==> src/rtl/hilo_muldiv_ctrl.sv <==
// hilo_muldiv_ctrl: EX-stage sequencer for every HI/LO write.
// Runs a 32-step shift-add multiplier and a 32-step restoring divider, and
// handles single-cycle MTHI/MTLO writes.
// Ports:
//   clk, resetn          - clock, asynchronous active-low reset
//   start, op, src1/src2 - request (sampled in IDLE only), opcode, operands
//   flush                - aborts any uncommitted operation
//   stall (comb), busy   - pipeline stall request, MUL/DIV in flight
//   hi_we/hi_wdata, lo_we/lo_wdata - registered HI/LO write port
module hilo_muldiv_ctrl #(
  parameter int unsigned ITER = 32
) (
  input  logic        clk,
  input  logic        resetn,
  input  logic        start,
  input  logic [2:0]  op,
  input  logic [31:0] src1,
  input  logic [31:0] src2,
  input  logic        flush,
  output logic        stall,
  output logic        busy,
  output logic        hi_we,
  output logic [31:0] hi_wdata,
  output logic        lo_we,
  output logic [31:0] lo_wdata
);

  localparam int unsigned W  = 32;
  localparam int unsigned CW = $clog2(ITER);

  localparam logic [2:0] OP_MULT  = 3'd1;
  localparam logic [2:0] OP_MULTU = 3'd2;
  localparam logic [2:0] OP_DIV   = 3'd3;
  localparam logic [2:0] OP_DIVU  = 3'd4;
  localparam logic [2:0] OP_MTHI  = 3'd5;
  localparam logic [2:0] OP_MTLO  = 3'd6;

  typedef enum logic [1:0] {S_IDLE, S_MUL, S_DIV, S_WB} state_t;

  state_t          r_state, w_state_nxt;
  logic [CW-1:0]   r_cnt;
  logic [2*W-1:0]  r_acc;     // mul: {partial, multiplier}; div: {remainder, quotient}
  logic [W-1:0]    r_opb;     // multiplicand / divisor magnitude
  logic [W-1:0]    r_src1;    // raw dividend, returned as HI on divide by zero
  logic            r_neg_q, r_neg_r, r_divz, r_busy;
  logic            r_hi_we, r_lo_we;
  logic [W-1:0]    r_hi_wdata, r_lo_wdata;

  logic            w_go, w_is_md, w_is_mul, w_signed, w_s1n, w_s2n, w_last;
  logic [W-1:0]    w_a_mag, w_b_mag;
  logic [W:0]      w_mul_sum;
  logic [2*W-1:0]  w_mul_acc, w_div_acc, w_step, w_prod;
  logic            w_div_ok;
  logic [W-1:0]    w_rem_sub, w_quo, w_rem, w_hi_res, w_lo_res;

  // Request decode and operand magnitudes for the signed ops
  assign w_go     = (r_state == S_IDLE) && start && !flush;
  assign w_is_md  = (op == OP_MULT) || (op == OP_MULTU) || (op == OP_DIV) || (op == OP_DIVU);
  assign w_is_mul = (op == OP_MULT) || (op == OP_MULTU);
  assign w_signed = (op == OP_MULT) || (op == OP_DIV);
  assign w_s1n    = w_signed && src1[W-1];
  assign w_s2n    = w_signed && src2[W-1];
  assign w_a_mag  = w_s1n ? W'(-src1) : src1;
  assign w_b_mag  = w_s2n ? W'(-src2) : src2;
  assign w_last   = (r_cnt == CW'(ITER - 1));

  // One shift-add multiply step
  assign w_mul_sum = {1'b0, r_acc[2*W-1:W]} + (r_acc[0] ? {1'b0, r_opb} : {(W+1){1'b0}});
  assign w_mul_acc = {w_mul_sum, r_acc[W-1:1]};

  // One restoring divide step; only the low W bits of the difference survive
  assign w_div_ok  = {r_acc[2*W-1:W-1]} >= {1'b0, r_opb};
  assign w_rem_sub = r_acc[2*W-2:W-1] - r_opb;
  assign w_div_acc = w_div_ok ? {w_rem_sub, r_acc[W-2:0], 1'b1} : {r_acc[2*W-2:0], 1'b0};

  assign w_step = (r_state == S_DIV) ? w_div_acc : w_mul_acc;

  // Final-step results with sign restoration, captured straight into the write regs
  assign w_prod   = r_neg_q ? (2*W)'(-w_step) : w_step;
  assign w_quo    = w_step[W-1:0];
  assign w_rem    = w_step[2*W-1:W];
  assign w_hi_res = (r_state == S_MUL) ? w_prod[2*W-1:W] :
                    r_divz ? r_src1 : (r_neg_r ? W'(-w_rem) : w_rem);
  assign w_lo_res = (r_state == S_MUL) ? w_prod[W-1:0] :
                    r_divz ? {W{1'b1}} : (r_neg_q ? W'(-w_quo) : w_quo);

  // State register
  always_ff @(posedge clk or negedge resetn) begin
    if (!resetn) r_state <= S_IDLE;
    else         r_state <= w_state_nxt;
  end

  // Next state and combinational stall
  always_comb begin
    w_state_nxt = r_state;
    stall       = 1'b0;
    case (r_state)
      S_IDLE: begin
        if (w_go && w_is_md) begin
          stall = 1'b1;
          if (w_is_mul) w_state_nxt = S_MUL;
          else          w_state_nxt = S_DIV;
        end
      end
      S_MUL, S_DIV: begin
        stall = 1'b1;
        if (flush)       w_state_nxt = S_IDLE;
        else if (w_last) w_state_nxt = S_WB;
      end
      default: w_state_nxt = S_IDLE;
    endcase
  end

  // Datapath, counter and registered HI/LO write port
  always_ff @(posedge clk or negedge resetn) begin
    if (!resetn) begin
      r_cnt      <= '0;
      r_acc      <= '0;
      r_opb      <= '0;
      r_src1     <= '0;
      r_neg_q    <= 1'b0;
      r_neg_r    <= 1'b0;
      r_divz     <= 1'b0;
      r_busy     <= 1'b0;
      r_hi_we    <= 1'b0;
      r_lo_we    <= 1'b0;
      r_hi_wdata <= '0;
      r_lo_wdata <= '0;
    end else begin
      r_hi_we <= 1'b0;
      r_lo_we <= 1'b0;
      r_busy  <= (w_state_nxt == S_MUL) || (w_state_nxt == S_DIV);
      case (r_state)
        S_IDLE: begin
          if (w_go && (op == OP_MTHI)) begin
            r_hi_we    <= 1'b1;
            r_hi_wdata <= src1;
          end
          if (w_go && (op == OP_MTLO)) begin
            r_lo_we    <= 1'b1;
            r_lo_wdata <= src1;
          end
          if (w_go && w_is_md) begin
            r_cnt   <= '0;
            r_acc   <= {{W{1'b0}}, w_a_mag};
            r_opb   <= w_b_mag;
            r_src1  <= src1;
            r_neg_q <= w_s1n ^ w_s2n;
            r_neg_r <= w_s1n;
            r_divz  <= (src2 == '0);
          end
        end
        S_MUL, S_DIV: begin
          if (flush) begin
            r_cnt <= '0;
          end else begin
            r_acc <= w_step;
            r_cnt <= r_cnt + CW'(1);
            if (w_last) begin
              r_hi_we    <= 1'b1;
              r_lo_we    <= 1'b1;
              r_hi_wdata <= w_hi_res;
              r_lo_wdata <= w_lo_res;
            end
          end
        end
        default: ;
      endcase
    end
  end

  assign busy     = r_busy;
  assign hi_we    = r_hi_we;
  assign lo_we    = r_lo_we;
  assign hi_wdata = r_hi_wdata;
  assign lo_wdata = r_lo_wdata;

endmodule

==> config.mk <==
export PLATFORM = sky130hd
export DESIGN_NAME = hilo_muldiv_ctrl
export DESIGN_NICKNAME = d
export VERILOG_FILES = /design/src/rtl/hilo_muldiv_ctrl.sv
export SDC_FILE = /design/constraint.sdc
export NUM_CORES = 1
export LEC_CHECK = 0
export BUFFER_PORTS_ARGS = -buffer_cell sky130_fd_sc_hd__buf_4
export CORE_MARGIN = 1.5
export CORE_UTILIZATION = 40
export DETAILED_ROUTE_END_ITERATION = 16
export GPL_TIMING_DRIVEN = 0
export PLACE_DENSITY = 0.6
export SLEW_MARGIN = 20
export SYNTH_ARGS = -nofsm -noshare
export SYNTH_HDL_FRONTEND = slang
export SYNTH_SLANG_ARGS = --single-unit
==> constraint.sdc <==
create_clock -name clk -period 13.1 [get_ports clk]
set_clock_uncertainty 0.2 [all_clocks]
set_input_delay 0.655 -clock clk [delete_from_list [all_inputs] [get_ports clk]]
set_output_delay 0.655 -clock clk [all_outputs]
set_load 0.05 [all_outputs]
==> impl_table.tex <==
\begin{tabular}{lr}
\hline
Metric & Value \\
\hline
\multicolumn{2}{l}{\textbf{Critical path}} \\
\quad Critical path type & flip-flop to flip-flop \\
\quad Worst endpoint data arrival time & 7.27 ns \\
\quad Data required time of the critical path & about 13 ns \\
\quad CP endpoint kind & flip-flop \\
\quad Type of origin of the critical path & flip-flop \\
\quad Maximum fanout along the worst path & 8 \\
\multicolumn{2}{l}{\textbf{Synth}} \\
\quad Total nets after synthesis & between 2k and 2.5k \\
\quad Portion of synthesized cell area occupied by the leading cell type & 0.2924 \\
\quad Average footprint of a synthesized cell & 7.902 sq um \\
\quad Number of warning messages in the yosys log & 0 \\
\quad Area leader, netlist & dfrtp\_1 \\
\quad Async set-reset flop share out of synthesis & 1.000 \\
\quad Area of the mapped netlist & around 18000 sq um \\
\quad Dominant register cell in the synthesized netlist & dfrtp\_1 \\
\quad Number of distinct standard cells referenced by the synthesized netlist & 97 \\
\quad Post-synthesis instance total & 2220 \\
\quad Total of flip-flops plus latches after synthesis & slightly above 200 \\
\quad Part of the Yosys area used for sequential elements & 0.2924 \\
\quad Top cells by area, synth & dfrtp\_1 (29\%), o21ai\_0 (6.7\%), nand2\_1 (5.5\%) \\
\quad Number of enable flip-flop cells after synthesis & 0 \\
\multicolumn{2}{l}{\textbf{Die}} \\
\quad Row count & 76 \\
\quad \# IOs & 139 \\
\quad Total Die Area & 45120 sq um \\
\quad Area of the core & 43170 sq um \\
\quad Chip width & 212.4 um \\
\quad Initial Util & 0.4064 \\
\quad Die extent in y & 212.4 um \\
\multicolumn{2}{l}{\textbf{Placed design}} \\
\quad Weighted congestion reported at the end of routability-driven placement & 1.003 \\
\quad DP HPWL & 55.99 mm \\
\quad Port-buffer cells & about 140 \\
\multicolumn{2}{l}{\textbf{Timing}} \\
\quad Fin. Hold Viols & 0 \\
\quad Final Max Tran Viols & 0 \\
\quad Period utilisation layout & 0.5332 \\
\quad Maximum operating frequency & 143.2 MHz \\
\quad Slew at the pin closest to its max-slew limit & 1.106 ns \\
\quad Worst hold slack across all endpoints & 0.1682 ns \\
\quad Shortest period the worst path allows & 6.984 ns \\
\quad Setup repair after global routing missed its margin & no \\
\quad Summed negative setup slack over all endpoints & 0 ns \\
\quad Max transition margin & 0.2533 \\
\quad Final-report setup violation count & 0 \\
\multicolumn{2}{l}{\textbf{Final layout}} \\
\quad Most used cells in the layout excluding fill and tap cells & nand2\_1 (259), o21ai\_0 (235), dfrtp\_1 (205) \\
\quad Layout net count & roughly 2.5k \\
\quad Share of post-route cells with drive strength above 1 & 0.1218 \\
\quad Leading cell type in the layout, fill and taps excluded & nand2\_1 \\
\quad Syn-to-layout area delta & 15.63\% \\
\multicolumn{2}{l}{\textbf{Global route}} \\
\quad Largest net degree at the start of global routing & 84 \\
\quad Number of global-route vias before repair & 17.23k \\
\quad Global routing usage summed across all routing layers & 0.3102 \\
\quad Global-route wire length before repair & 105.7 mm \\
\quad Antenna violations before repair & 3 \\
\quad Total congestion overflow after global routing & 0 \\
\multicolumn{2}{l}{\textbf{Routing}} \\
\quad DR pass1 iterations & 9 \\
\quad Starting DRT DRC Count & 1716 \\
\quad Total detailed-routing wirelength & 70.35 mm \\
\quad Total number of vias & roughly 18k \\
\quad Average wire length per cell after detail routing & 23.51 um \\
\quad Antenna-violating nets left & 0 \\
\quad Detail-routed via count per cell & roughly 6 \\
\quad Residual DRC count & 0 \\
\multicolumn{2}{l}{\textbf{Clock network}} \\
\quad Reg clk slew, reported paths & around 0.060 ns \\
\quad Number of CTS-inserted buffers & 25 \\
\quad Clock tree root buffer cell & clkbuf\_16 \\
\quad Clock sink total & 205 \\
\quad Clock latency at the later pin of the worst-skew pair & between 0.5 and 0.6 ns \\
\quad Number of buffers on the longest clock path & 3 \\
\quad CTS HTree Levels & 1 \\
\quad Post-CTS Setup Inserts & 0 \\
\quad CTS tree & yes \\
\multicolumn{2}{l}{\textbf{Hold path}} \\
\quad Class of the worst hold path & input port to flip-flop \\
\multicolumn{2}{l}{\textbf{Job}} \\
\quad Number of max-cap violations & 0 \\
\multicolumn{2}{l}{\textbf{Outcome}} \\
\quad Result of the run & finished, final reports clean \\
\hline
\end{tabular}
layout make-up:
type                    count  area [sq um]
diodes                      2         5.005
repair buffers            139          1094
fillers                  4383         22890
clock buffers              32         691.9
flip-flops and latches    205          5130
inverters                  70         262.8
well taps                 585         732.0
plain buffers             136         566.8
clock inverters            14         220.2
multi-input cells        1809         11580
cells by family after synthesis:
group | synth area share
AOI/OAI and AO/OA | 0.2716
xor gates and xnor gates | 0.08288
adders and majority gates | 0.05506
buffers and inverters | 0.04729
DFF | 0.2924
muxes | 0.04985
and+or+nand+nor | 0.2009
critical path, stage by stage (launching register included):
cell and delay (ns):
dfrtp_1 0.47, inv_1 0.07, ha_1 0.26, buf_2 0.17, a21oi_1 0.26, o21ai_0 0.24, a22oi_1 0.53, a21boi_4 0.22
nor2_2 0.45, nor2_1 0.27, a21o_1 0.29, inv_1 0.08, ha_1 0.19, nand3_1 0.27, or2_2 0.43, nand2b_1 0.33
or2_2 0.49, nor3_1 0.66, nand4_1 0.23, o21ai_0 0.27, xnor2_1 0.20, nor2_1 0.09, o22ai_1 0.19
state kept, by name, summed over array words and instances (netlist names):
name / count
hi_we: 1
r_src1: 32
r_opb: 32
busy: 1
r_acc: 64
r_cnt: 5
r_neg_r: 1
r_state: 2
hi_wdata: 32
r_neg_q: 1
lo_wdata: 32
lo_we: 1
r_divz: 1
per-stage QoR:
step	util	worst slack (ns)	std cells	area (sq um)
after floorplan	-	8.319	2220	17540
after global placement	0.4470	6.553	2941	19300
after detailed placement	0.4484	6.543	2943	19360
after CTS	0.4698	6.464	2990	20280
after global routing	0.4698	5.889	2990	20280
final	0.4699	6.116	2992	20290
worst paths after layout:
kind / slack [ns] / to / start / cells after the start
max in group asynchronous: 11.11 / r_opb[14] / resetn / 4
setup / recovery: 6.12 / hi_wdata[26] / r_opb[12] / 22
hold / removal: 0.17 / r_opb[31] / src2[31] / 3
min in group asynchronous: 0.41 / lo_wdata[9] / resetn / 2
hold reg to reg: 0.28 / lo_wdata[5] / lo_wdata[5] / 2
setup reg to reg: 6.12 / hi_wdata[26] / r_opb[12] / 22
routing by layer:
metal | share of wire | track usage | up-vias
li1 | - | - | 8414
met1 | 0.46 | 0.4531 | 9020
met2 | 0.42 | 0.4551 | 807
met3 | 0.079 | 0.05391 | 130
met4 | 0.036 | 0.1123 | 2
met5 | 0.00016 | 0 | -
cell usage after synthesis (13+ instances only):
| library cell | number |
|---|---|
| nand2_1 | 259 |
| o21ai_0 | 235 |
| dfrtp_1 | 205 |
| a21oi_1 | 193 |
| nor2_1 | 188 |
| clkbuf_1 | 101 |
| xnor2_1 | 87 |
| xor2_1 | 79 |
| ha_1 | 74 |
| inv_1 | 67 |
| mux2_2 | 43 |
| and2_1 | 42 |
| mux2i_1 | 39 |
| nand3_1 | 38 |
| o22ai_1 | 37 |
| nor3_1 | 35 |
| nand4_1 | 31 |
| or3_1 | 29 |
| a21o_1 | 28 |
| a31oi_1 | 23 |
| o31ai_1 | 22 |
| and3_1 | 21 |
| a211oi_1 | 19 |
| o211ai_1 | 19 |
| a22o_1 | 18 |
| nand2b_1 | 18 |
| buf_2 | 15 |
| nor4_1 | 15 |
| o41ai_1 | 14 |
| buf_1 | 13 |
| o21a_1 | 13 |
| o221ai_1 | 13 |
timing repair:
item / 4_1_cts / 5_1_grt
hold buffers: 1 / 0
resized for setup: 0 / 0
hold endpoints to repair: 56 / 0
Power is not shown: default switching activity piles up to over one toggle a cycle in this logic, so the estimate is an artifact.
